### config.mk
export PLATFORM = sky130hd
export DESIGN_NAME = sram_like_arbiter
export DESIGN_NICKNAME = d
export VERILOG_FILES = /design/src/rtl/sram_like_arbiter.sv
export SDC_FILE = /design/constraint.sdc
export NUM_CORES = 1
export LEC_CHECK = 0
export BUFFER_PORTS_ARGS = -buffer_cell sky130_fd_sc_hd__buf_2
export CORE_AREA = 10 10 112 114
export DETAILED_ROUTE_END_ITERATION = 7
export DIE_AREA = 0 0 122 124
export GPL_ROUTABILITY_DRIVEN = 0
export GPL_TIMING_DRIVEN = 1
export PLACE_DENSITY = 0.74
export SLEW_MARGIN = 20
export SYNTH_ARGS = -nofsm -noshare
export SYNTH_HDL_FRONTEND = slang
export SYNTH_SLANG_ARGS = --single-unit
export TNS_END_PERCENT = 50
### constraint.sdc
create_clock -name clk -period 4.6 [get_ports clk]
set_input_delay 0.92 -clock clk [delete_from_list [all_inputs] [get_ports clk]]
set_output_delay 0.92 -clock clk [all_outputs]
set_load 0.02 [all_outputs]
### src/rtl/sram_like_arbiter.sv
// Two-master arbiter for one SRAM-like memory port: data beats fetch, a stalled grant is locked
// until its address handshake, and an in-order owner FIFO routes responses back.
module sram_like_arbiter #(
    parameter int unsigned MAX_OUTST = 2,
    parameter int unsigned OWNER_AW  = 1
) (
    input  logic        clk,
    input  logic        reset,

    input  logic        inst_req,
    input  logic        inst_wr,
    input  logic [1:0]  inst_size,
    input  logic [31:0] inst_addr,
    input  logic [31:0] inst_wdata,
    output logic        inst_addr_ok,
    output logic        inst_data_ok,
    output logic [31:0] inst_rdata,

    input  logic        data_req,
    input  logic        data_wr,
    input  logic [1:0]  data_size,
    input  logic [31:0] data_addr,
    input  logic [31:0] data_wdata,
    output logic        data_addr_ok,
    output logic        data_data_ok,
    output logic [31:0] data_rdata,

    output logic        m_req,
    output logic        m_wr,
    output logic [1:0]  m_size,
    output logic [31:0] m_addr,
    output logic [31:0] m_wdata,
    input  logic        m_addr_ok,
    input  logic        m_data_ok,
    input  logic [31:0] m_rdata
);

    localparam int unsigned CntW = OWNER_AW + 1;
    localparam logic [CntW-1:0]     MaxCnt  = CntW'(MAX_OUTST);
    localparam logic [OWNER_AW-1:0] LastPtr = OWNER_AW'(MAX_OUTST - 1);

    // Owner FIFO entries: 0 = inst, 1 = data.
    logic [MAX_OUTST-1:0] owner_q, owner_d;
    logic [OWNER_AW-1:0]  rd_ptr_q, rd_ptr_d;
    logic [OWNER_AW-1:0]  wr_ptr_q, wr_ptr_d;
    logic [CntW-1:0]      count_q, count_d;
    logic                 lock_q, lock_d;
    logic                 lock_owner_q, lock_owner_d;

    logic empty, full, any_req, sel_data, accept, pop, head;

    function automatic logic [OWNER_AW-1:0] ptr_inc(input logic [OWNER_AW-1:0] p);
        return (p == LastPtr) ? '0 : p + 1'b1;
    endfunction

    always_comb begin
        empty    = (count_q == '0);
        full     = (count_q == MaxCnt);
        any_req  = inst_req | data_req;
        sel_data = lock_q ? lock_owner_q : data_req;
        // Full is taken from the registered count only, so m_data_ok never reaches m_req.
        m_req    = any_req & ~full & ~reset;
        accept   = m_req & m_addr_ok;
        pop      = m_data_ok & ~empty & ~reset;
        head     = owner_q[rd_ptr_q];
    end

    always_comb begin
        m_wr         = 1'b0;
        m_size       = '0;
        m_addr       = '0;
        m_wdata      = '0;
        inst_addr_ok = 1'b0;
        data_addr_ok = 1'b0;
        inst_data_ok = 1'b0;
        data_data_ok = 1'b0;
        inst_rdata   = '0;
        data_rdata   = '0;
        if (!reset) begin
            if (any_req) begin
                if (sel_data) begin
                    m_wr    = data_wr;
                    m_size  = data_size;
                    m_addr  = data_addr;
                    m_wdata = data_wdata;
                end else begin
                    m_wr    = inst_wr;
                    m_size  = inst_size;
                    m_addr  = inst_addr;
                    m_wdata = inst_wdata;
                end
            end
            inst_addr_ok = accept & ~sel_data;
            data_addr_ok = accept & sel_data;
            inst_data_ok = pop & ~head;
            data_data_ok = pop & head;
            inst_rdata   = m_rdata;
            data_rdata   = m_rdata;
        end
    end

    always_comb begin
        owner_d      = owner_q;
        wr_ptr_d     = wr_ptr_q;
        rd_ptr_d     = rd_ptr_q;
        count_d      = count_q;
        lock_d       = lock_q;
        lock_owner_d = lock_owner_q;

        if (accept) begin
            owner_d[wr_ptr_q] = sel_data;
            wr_ptr_d          = ptr_inc(wr_ptr_q);
        end
        if (pop) begin
            rd_ptr_d = ptr_inc(rd_ptr_q);
        end
        unique case ({accept, pop})
            2'b10:   count_d = count_q + CntW'(1);
            2'b01:   count_d = count_q - CntW'(1);
            default: count_d = count_q;
        endcase

        if (accept) begin
            lock_d = 1'b0;
        end else if (m_req && !m_addr_ok) begin
            lock_d       = 1'b1;
            lock_owner_d = sel_data;
        end
    end

    always_ff @(posedge clk) begin
        if (reset) begin
            owner_q      <= '0;
            wr_ptr_q     <= '0;
            rd_ptr_q     <= '0;
            count_q      <= '0;
            lock_q       <= 1'b0;
            lock_owner_q <= 1'b0;
        end else begin
            owner_q      <= owner_d;
            wr_ptr_q     <= wr_ptr_d;
            rd_ptr_q     <= rd_ptr_d;
            count_q      <= count_d;
            lock_q       <= lock_d;
            lock_owner_q <= lock_owner_d;
        end
    end

endmodule

==> run summary, run 1 <==
=================================================================================
Die outline width                                                          122 µm
Post-route DRC violation count                                                  0
Core box area                                                           10200 µm²
Inserted Diodes                                                                 0
RSZ-0062 raised after global routing                                        false
Crit path DAT                                                             2330 ps
Critical Path Slowest Stage Cell                                     sky130_fd_sc_hd__mux2_4
R2r endpoint                                                         lock_owner_q
Stage delay of the slowest cell on the critical path                       670 ps
# H-tree levels                                                                 1
Kind of path behind the tightest hold check                            reg -> reg
Post-detailed-route wirelength per cell                                   15.0 µm
Non-Filler Instances                                                          733
List of most frequent post-synthesis cells                           sky130_fd_sc_hd__nand2_1 (69), sky130_fd_sc_hd__nand2_2 (68), sky130_fd_sc_hd__a21oi_2 (67), sky130_fd_sc_hd__buf_4 (35), sky130_fd_sc_hd__nor2b_1 (35)
Register bit total from synthesis                                               8
Most Frequent Cell on Critical Path                                  sky130_fd_sc_hd__buf_2
Net total in the final layout                                                 771
Max Clock Freq                                                            308 MHz
Reg2Reg Launch Point                                                       lock_q
Final Max Slew Viols                                                            0
Areal power density over the cells                                     164 nW/µm²
CTS tree                                                                      yes
Clock Tree Buf Depth                                                            2
Total nets after synthesis                                                    510
Mapped Area                                                              2390 µm²
Number of max-cap violations                                                    0
Final count of hold timing violations                                           0
Total of endpoints with negative setup slack in the final report                0
Cell count after synthesis                                                    338
Worst hold stages                                                               2
Die footprint                                                           15100 µm²
Run status                                                           complete, no violations
Number of global-route vias before repair                                    3123
CP Class                                                                in -> out
Vert. Die Dim                                                              124 µm
Initial DRT Pass Iterations                                                     4
Max transition margin                                                       0.453
Endpoint class of the critical path                                   output port
Total vias in the final route                                                3125
Area Overhead vs Synth                                                      56.5%
Required time reported for the critical path endpoint                     3680 ps
Worst slew pin tran                                                        821 ps
Worst R2R Setup Slack                                                     3040 ps
GRT Residual Overflow                                                           0
Fraction of layout instances using a drive strength above 1                 0.765
Worst path cell trace                                                buf_2 > mux2_4 > nand2_1 > a21oi_2 > buf_2
Clock slew seen by the registers of the worst setup and hold paths          40 ps
Count of synthesis-stage warnings from yosys                                    0
Standard-cell row count                                                        37
Number of buffers added by the clock tree synthesis step                        3
ANT nets after route                                                            0
Clk root buf                                                         sky130_fd_sc_hd__clkbuf_8
Mean number of vias per cell                                                 4.26
Top cells by area in the synthesized netlist                         sky130_fd_sc_hd__a21oi_2 (25%), sky130_fd_sc_hd__nand2_2 (18%), sky130_fd_sc_hd__buf_4 (11%), sky130_fd_sc_hd__nand2_1 (11%), sky130_fd_sc_hd__nor2b_1 (9.2%)
Clk Latency, worst-skew pair                                               230 ps
Critical path fanouts, max                                                     68
Number of I/O port buffers                                                    307
Peak supply drop                                                         0.106 mV
DP Wirelength                                                             9.56 mm
Number of enable flip-flop cells after synthesis                                0
Maximum number of pins on one net before global-route repair                   69
Global-route wire length before repair                                    16.0 mm
Critical Path Source Type                                              input port
Synth unique cells                                                             35
Cts-stage hold buffer count                                                     0
I/O Pins                                                                      308
Static leakage                                                         0.00206 µW
Count of buffers added by post-CTS timing repair for setup                      0
Total negative slack                                                         0 ps
Most repeated cell in the gate-level netlist after synthesis         sky130_fd_sc_hd__nand2_1
Gates resized, CTS repair                                                       0
Largest clock skew in the final design                                   0.722 ps
Placed cell count                                                             730
Hold slack                                                                 464 ps
Number of DRC violations after detailed-routing iteration 0                    97
Crit share post-route                                                       0.706
Total routing resource utilization after global routing                     0.125
Antenna violations before repair                                                0
Predominant post-synthesis flop cell                                 sky130_fd_sc_hd__dfxtp_1
Library cell occupying the most area in the post-synthesis netlist   sky130_fd_sc_hd__a21oi_2
Worst reg2reg path depth                                                        3
Part of the Yosys area used for sequential elements                        0.0670
Final wirelength                                                          11.0 mm
Fraction of registers with async set/reset                                      0
Sinks on Clock Net                                                              8
Mean instance size in the synthesized netlist                            7.07 µm²
Area share of the largest cell type after synthesis                         0.246
Initial standard-cell utilization of the core                               0.234
Tmin final                                                                3250 ps
Critical hold path startpoint                                          owner_q[1]
Min-Delay Endpoint                                                     owner_q[1]
=================================================================================
critical path: cells and delay by family:
family	cells	cell delay, ps
AND/OR/NAND/NOR	1	160
AO/OA/AOI/OAI	1	160
buffers and inverters	2	330
multiplexers	1	670
cell families (layout without fill, tap and decap cells):
kind of cell | after synthesis | after routing | share of synthesized area
xor gates and xnor gates | 2 | 2 | 0.00733
muxes | 5 | 5 | 0.0283
DFF | 8 | 8 | 0.0670
AOI/OAI and AO/OA | 80 | 80 | 0.296
buffers and inverters | 59 | 318 | 0.198
and+or+nand+nor | 184 | 184 | 0.403
per-stage QoR:
| stage | area, µm² | setup WS [ps] | util | power [µW] |
|---|---|---|---|---|
| global placement | 3700 | 1330 | 0.362 | 536 |
| detailed placement | 3700 | 1320 | 0.362 | 539 |
| global route | 3740 | 1200 | 0.366 | 663 |
| finish | 3740 | 1350 | 0.366 | 614 |
| CTS | 3740 | 1310 | 0.366 | 624 |
| floorplan | 2390 | 1900 | - | 401 |
power breakdown:
| group | switching [µW] | internal (µW) |
|---|---|---|
| registers | 6.41 | 74.8 |
| logic | 277 | 173 |
| clock network | 26.2 | 56.5 |
metal layers:
| layer | vias to the layer above | GRT usage | routed length (µm) |
|---|---|---|---|
| met5 | - | 0 | 0 |
| li1 | 1580 | - | - |
| met4 | 0 | 0.0246 | 121 |
| met2 | 189 | 0.226 | 5400 |
| met1 | 1346 | 0.131 | 3980 |
| met3 | 10 | 0.0593 | 1480 |
final cells by class:
cell class                 count  area (µm²)
tap                          136         170
clock buffer                   3        41.3
fill                        1102        6490
inverter                       2        7.51
sequential                     8         160
multi-input combinational    271        1760
timing repair buffer         313        1610
cells in the final DEF (no fill, tap or decap), types with 2 or more instances in the layout:
cell type / Yosys / layout
sky130_fd_sc_hd__inv_1: 2 / 2
sky130_fd_sc_hd__a31oi_1: 2 / 2
sky130_fd_sc_hd__nand2_2: 68 / 68
sky130_fd_sc_hd__xor2_1: 2 / 2
sky130_fd_sc_hd__clkbuf_8: 0 / 3
sky130_fd_sc_hd__nor2b_1: 35 / 35
sky130_fd_sc_hd__nor2_1: 5 / 5
sky130_fd_sc_hd__o21ai_0: 2 / 2
sky130_fd_sc_hd__nand3_1: 2 / 2
sky130_fd_sc_hd__buf_12: 2 / 2
sky130_fd_sc_hd__dfxtp_1: 8 / 8
sky130_fd_sc_hd__a21oi_2: 67 / 67
sky130_fd_sc_hd__mux2i_1: 3 / 3
sky130_fd_sc_hd__nand2_1: 69 / 69
sky130_fd_sc_hd__buf_4: 35 / 4
sky130_fd_sc_hd__buf_2: 5 / 307
registers in the layout, indices dropped and copies added (netlist names):
name / flops
count_q: 2
owner_q: 2
lock_owner_q: 1
lock_q: 1
rd_ptr_q: 1
wr_ptr_q: 1
worst max-delay path by stage:
stage,from,endpoint,slack [ps],cells after the start
CTS,data_req,m_addr[5],1310,6
global placement,data_req,m_addr[5],1330,6
global route,data_req,m_addr[2],1200,6
detailed placement,data_req,m_addr[5],1320,6
finish,data_req,m_addr[25],1350,5
floorplan,data_req,m_addr[26],1900,4
Power figures use the tool's default switching activity.
==> run 2: changes to the inputs <==
--- a/config.mk
+++ b/config.mk
@@ -6,12 +6,12 @@
 export NUM_CORES = 1
 export LEC_CHECK = 0
 export BUFFER_PORTS_ARGS = -buffer_cell sky130_fd_sc_hd__buf_2
-export CORE_AREA = 10 10 112 114
+export CORE_AREA = 10 10 110 112
 export DETAILED_ROUTE_END_ITERATION = 7
-export DIE_AREA = 0 0 122 124
+export DIE_AREA = 0 0 120 122
 export GPL_ROUTABILITY_DRIVEN = 0
 export GPL_TIMING_DRIVEN = 1
-export PLACE_DENSITY = 0.74
+export PLACE_DENSITY = 0.76
 export SLEW_MARGIN = 20
 export SYNTH_ARGS = -nofsm -noshare
 export SYNTH_HDL_FRONTEND = slang
==> constraint.sdc (replaced) <==
create_clock -name clk -period 3.22 [get_ports clk]
set_input_delay 0.644 -clock clk [delete_from_list [all_inputs] [get_ports clk]]
set_output_delay 0.644 -clock clk [all_outputs]
set_load 0.02 [all_outputs]
==> run summary, run 2 (synthesis results as in run 1) <==
=================================================================================
Run status                                                           complete, no violations
Most frequent cells in the layout                                    sky130_fd_sc_hd__buf_2 (307), sky130_fd_sc_hd__nand2_1 (69), sky130_fd_sc_hd__nand2_2 (68)
Required time reported for the critical path endpoint                     2580 ps
Count of buffers added by post-CTS timing repair for setup                      0
Clock slew seen by the registers of the worst setup and hold paths          40 ps
Filler instances                                                             1063
Initial standard-cell utilization of the core                               0.238
R2r endpoint                                                         lock_owner_q
Clk Latency, worst-skew pair                                               220 ps
Tmin final                                                                2650 ps
Worst path cell trace                                                buf_2 > mux2i_4 > buf_4 > nand2_1 > a21oi_2 > buf_2
Most Frequent Cell on Critical Path                                  sky130_fd_sc_hd__buf_2
Critical path fanouts, max                                                     39
Antenna violations before repair                                                1
Clk root buf                                                         sky130_fd_sc_hd__clkbuf_8
Areal power density over the cells                                     235 nW/µm²
Kind of path behind the tightest hold check                            reg -> reg
Vert. Die Dim                                                              122 µm
Most common cell after layout, fill and taps aside                   sky130_fd_sc_hd__buf_2
Maximum number of pins on one net before global-route repair                   44
Largest registers                                                    count_q (2), owner_q (2)
Die outline width                                                          120 µm
# H-tree levels                                                                 1
Placed cell count                                                             731
Static leakage                                                         0.00206 µW
Number of I/O port buffers                                                    307
Critical Path Slowest Stage Cell                                     sky130_fd_sc_hd__buf_4
Sinks on Clock Net                                                              8
DP Wirelength                                                             9.87 mm
Number of max-cap violations                                                    0
Post-detailed-route wirelength per cell                                   15.4 µm
Gates resized, CTS repair                                                       0
Total negative slack                                                         0 ps
Critical hold path startpoint                                          owner_q[1]
Worst slew pin tran                                                        608 ps
Endpoint class of the critical path                                   output port
Standard-cell row count                                                        37
CP top delay family                                                  buffers and inverters
WP buf/inv                                                                      3
I/O Pins                                                                      308
Number of global-route vias before repair                                    3313
Reg2Reg Launch Point                                                       lock_q
Stage delay of the slowest cell on the critical path                       510 ps
Critical Path Source Type                                              input port
ANT nets after route                                                            0
Area Overhead vs Synth                                                      57.0%
Global-route wire length before repair                                    16.6 mm
Peak supply drop                                                         0.140 mV
Max Clock Freq                                                            377 MHz
Largest clock skew in the final design                                    2.67 ps
Crit share post-route                                                       0.823
CTS tree                                                                      yes
Final Max Slew Viols                                                            0
Net total in the final layout                                                 772
Worst hold stages                                                               2
Clock Tree Buf Depth                                                            2
Initial DRT Pass Iterations                                                     5
Number of DRC violations after detailed-routing iteration 0                   178
Core box area                                                           10000 µm²
Final wirelength                                                          11.4 mm
Max transition margin                                                       0.594
GRT Residual Overflow                                                           0
CP Class                                                                in -> out
Number of logic stages on the critical path including buffering                 6
Mean number of vias per cell                                                 4.32
Total vias in the final route                                                3172
Die footprint                                                           14600 µm²
Post-route DRC violation count                                                  0
Share of the core filled with cells                                         0.373
Min-Delay Endpoint                                                     owner_q[1]
Crit path DAT                                                             2010 ps
RSZ-0062 raised after global routing                                        false
Fraction of layout instances using a drive strength above 1                 0.766
Number of buffers added by the clock tree synthesis step                        3
Total routing resource utilization after global routing                     0.134
Worst reg2reg path depth                                                        3
Final count of hold timing violations                                           0
Worst R2R Setup Slack                                                     1840 ps
Non-Filler Instances                                                          735
Total of endpoints with negative setup slack in the final report                0
Cts-stage hold buffer count                                                     0
=================================================================================
## run 2: how the worst max path moves through the flow
stage                         from     endpoint  slack (ps)
after CTS                 data_req  m_wdata[29]         560
after detailed placement  data_req  m_wdata[29]         570
final                     data_req  m_wdata[29]         570
after global routing      data_req  m_wdata[29]         510
after floorplan           data_req   m_addr[26]        1080
after global placement    data_req  m_wdata[29]         660
## run 2: where the power goes
part / internal (µW) / leakage, µW / switching, µW / total, µW
Sequential: 107 / 0.0000656 / 8.85 / 116
Clock: 80.8 / 0.0000216 / 36.8 / 118
Combinational: 248 / 0.00198 / 401 / 649
Total: 436 / 0.00206 / 446 / 882
## run 2: layer usage
| layer | track usage | share of wire | vias up | routed length, µm |
|---|---|---|---|---|
| met5 | 0 | 0 | - | 0 |
| met4 | 0.0264 | 0.0098 | 0 | 111 |
| met3 | 0.0453 | 0.10 | 8 | 1180 |
| met2 | 0.243 | 0.50 | 205 | 5680 |
| met1 | 0.150 | 0.39 | 1376 | 4390 |
| li1 | - | - | 1583 | - |
## run 2: area by class of cell
| cell class | count | area, µm² | share of cell area |
|---|---|---|---|
| repair buffers | 314 | 1610 | 0.430 |
| diodes | 1 | 2.50 | 0.000667 |
| inverters | 2 | 7.51 | 0.00200 |
| clock buffers | 3 | 41.3 | 0.0110 |
| multi-input cells | 271 | 1760 | 0.468 |
| well taps | 136 | 170 | 0.0454 |
| flip-flops and latches | 8 | 160 | 0.0427 |
## run 2: through the flow
step                      total power (µW)  hold slack, ps  setup WS [ps]  area (µm²)
after global placement                 766             458            664        3710
final                                  882             472            569        3750
after CTS                              895             473            562        3750
after global routing                   949             498            511        3750
after detailed placement               772             467            568        3710
after floorplan                        573             438           1080        2390
## run 2: worst reg2reg max path, cell delays in order, from the launching register on
cell and delay, ps:
sky130_fd_sc_hd__dfxtp_1 420, sky130_fd_sc_hd__mux2i_4 260, sky130_fd_sc_hd__buf_4 390, sky130_fd_sc_hd__a311oi_1 160
==> run 3: changes to the inputs <==
--- a/config.mk
+++ b/config.mk
@@ -6,9 +6,9 @@
 export NUM_CORES = 1
 export LEC_CHECK = 0
 export BUFFER_PORTS_ARGS = -buffer_cell sky130_fd_sc_hd__buf_2
-export CORE_AREA = 10 10 110 112
+export CORE_AREA = 10 10 112 114
 export DETAILED_ROUTE_END_ITERATION = 7
-export DIE_AREA = 0 0 120 122
+export DIE_AREA = 0 0 122 124
 export GPL_ROUTABILITY_DRIVEN = 0
 export GPL_TIMING_DRIVEN = 1
 export PLACE_DENSITY = 0.76
==> constraint.sdc (replaced) <==
create_clock -name clk -period 2.4 [get_ports clk]
set_input_delay 0.48 -clock clk [delete_from_list [all_inputs] [get_ports clk]]
set_output_delay 0.48 -clock clk [all_outputs]
set_load 0.02 [all_outputs]
==> run summary, run 3 (synthesis results as in run 1) <==
=================================================================================
Run status                                                           complete, no violations
Gates resized, CTS repair                                                       0
RSZ-0062 raised after global routing                                        false
GRT Residual Overflow                                                           0
Hold slack                                                                 465 ps
Total vias in the final route                                                3163
Clock Tree Buf Depth                                                            2
Number of DRC violations after detailed-routing iteration 0                   155
Share of total power in sequential cells                                    0.129
Worst reg2reg path depth                                                        4
Most common cell after layout, fill and taps aside                   sky130_fd_sc_hd__buf_2
Fraction of layout instances using a drive strength above 1                 0.767
Critical Path Slowest Stage Cell                                     sky130_fd_sc_hd__dfxtp_1
Final count of hold timing violations                                           0
Areal power density over the cells                                     316 nW/µm²
Peak supply drop                                                         0.152 mV
Stage delay of the slowest cell on the critical path                       420 ps
CP Class                                                               reg -> out
Post-route DRC violation count                                                  0
Area Overhead vs Synth                                                      59.5%
Worst hold stages                                                               2
Final Max Slew Viols                                                            0
Relative contribution of the clock network to total power                   0.131
Most frequent cells in the layout                                    sky130_fd_sc_hd__buf_2 (307), sky130_fd_sc_hd__nand2_1 (69), sky130_fd_sc_hd__nand2_2 (68)
ANT nets after route                                                            0
Largest registers                                                    count_q (2), owner_q (2)
Total negative slack                                                         0 ps
Total routing resource utilization after global routing                     0.141
Filler instances                                                             1094
Number of max-cap violations                                                    0
Crit share post-route                                                       0.918
Required time reported for the critical path endpoint                     1920 ps
Die footprint                                                           15100 µm²
Vert. Die Dim                                                              124 µm
Sw frac                                                                     0.501
Sinks on Clock Net                                                              8
Kind of path behind the tightest hold check                            reg -> reg
Critical Path Source Type                                                register
Endpoint class of the critical path                                   output port
Critical path fanouts, max                                                     25
Worst R2R Setup Slack                                                      900 ps
Worst slew pin tran                                                        428 ps
Cts-stage hold buffer count                                                     0
Final wirelength                                                          12.2 mm
Global-route wire length before repair                                    17.4 mm
Number of global-route vias before repair                                    3196
Tmin final                                                                2200 ps
Antenna violations before repair                                                2
Count of buffers added by post-CTS timing repair for setup                      0
Mean number of vias per cell                                                 4.29
Internal power component                                                   600 µW
Total of endpoints with negative setup slack in the final report                0
Worst path cell trace                                                mux2i_4 > buf_4 > nand2_1 > a21oi_2 > buf_2
Core box area                                                           10200 µm²
Net total in the final layout                                                 775
Share of the core filled with cells                                         0.373
Post-detailed-route wirelength per cell                                   16.6 µm
Clk Latency, worst-skew pair                                               220 ps
Clk root buf                                                         sky130_fd_sc_hd__clkbuf_8
Maximum number of pins on one net before global-route repair                   44
Die outline width                                                          122 µm
Sw Pwr                                                                     603 µW
CTS tree                                                                      yes
Min-Delay Endpoint                                                     owner_q[1]
Standard-cell row count                                                        37
Clock slew seen by the registers of the worst setup and hold paths          40 ps
Max transition margin                                                       0.712
Crit path DAT                                                             1720 ps
Initial standard-cell utilization of the core                               0.234
DP Wirelength                                                             10.7 mm
Number of buffers added by the clock tree synthesis step                        3
I/O Pins                                                                      308
Max Clock Freq                                                            454 MHz
Number of I/O port buffers                                                    307
Largest clock skew in the final design                                   0.337 ps
Part of the power in combinational logic                                    0.740
Reg2Reg Launch Point                                                       lock_q
Initial DRT Pass Iterations                                                     5
Critical hold path startpoint                                          owner_q[1]
R2r endpoint                                                         lock_owner_q
# H-tree levels                                                                 1
Static leakage                                                         0.00209 µW
=================================================================================
==> run 3: changes by cell type in the layout (fill, tap and decap cells not counted) <==
| cell | before | now |
|---|---|---|
| sky130_fd_sc_hd__buf_12 | 2 | 5 |
==> run 3: worst max-delay path, delay by kind of cell (launching register included) <==
kind / cells / cell delay, ps
buffers and inverters: 2 / 530
DFF: 1 / 420
muxes: 1 / 300
AOI/OAI and AO/OA: 1 / 120
and+or+nand+nor: 1 / 110
==> run 3: layer usage <==
layer / vias to the layer above / GRT usage / share of wire
met5: - / 0 / 0
met4: 0 / 0.0313 / 0.014
met3: 8 / 0.0652 / 0.13
met2: 202 / 0.257 / 0.50
met1: 1361 / 0.145 / 0.36
li1: 1592 / - / -
==> run 3: worst max-delay path by stage <==
stage | from | endpoint | slack [ps] | cells after the start
floorplan | lock_q | m_addr[26] | 550 | 4
global placement | data_req | m_addr[10] | 340 | 6
detailed placement | data_req | m_addr[14] | 310 | 6
CTS | lock_q | m_addr[14] | 160 | 5
global route | lock_q | m_addr[10] | 70 | 5
finish | lock_q | m_addr[14] | 200 | 5
==> run 3: power groups by stage <==
stage	clock network (µW)	registers (µW)	logic [µW]
5_1_grt	170	156	967
2_1_floorplan	0	155	614
4_1_cts	165	155	904
3_5_place_dp	0	157	900
6_report	158	155	891
3_3_place_gp	0	157	895
==> run 3: final cells by class <==
cell class	instances	area [µm²]	area share
Timing Repair Buffer	317	1670	0.439
Multi-Input combinational cell	271	1760	0.461
Antenna cell	1	2.50	0.000657
Tap cell	136	170	0.0446
Clock buffer	3	41.3	0.0108
Sequential cell	8	160	0.0420
Inverter	2	7.51	0.00197
==> run 3: stage by stage <==
step	worst slack, ps	cells	total power, µW	cell area, µm²
2_1_floorplan	555	338	769	2390
3_3_place_gp	341	734	1050	3770
3_5_place_dp	314	734	1060	3770
4_1_cts	161	737	1220	3810
5_1_grt	65.5	738	1290	3810
6_report	196	738	1200	3810
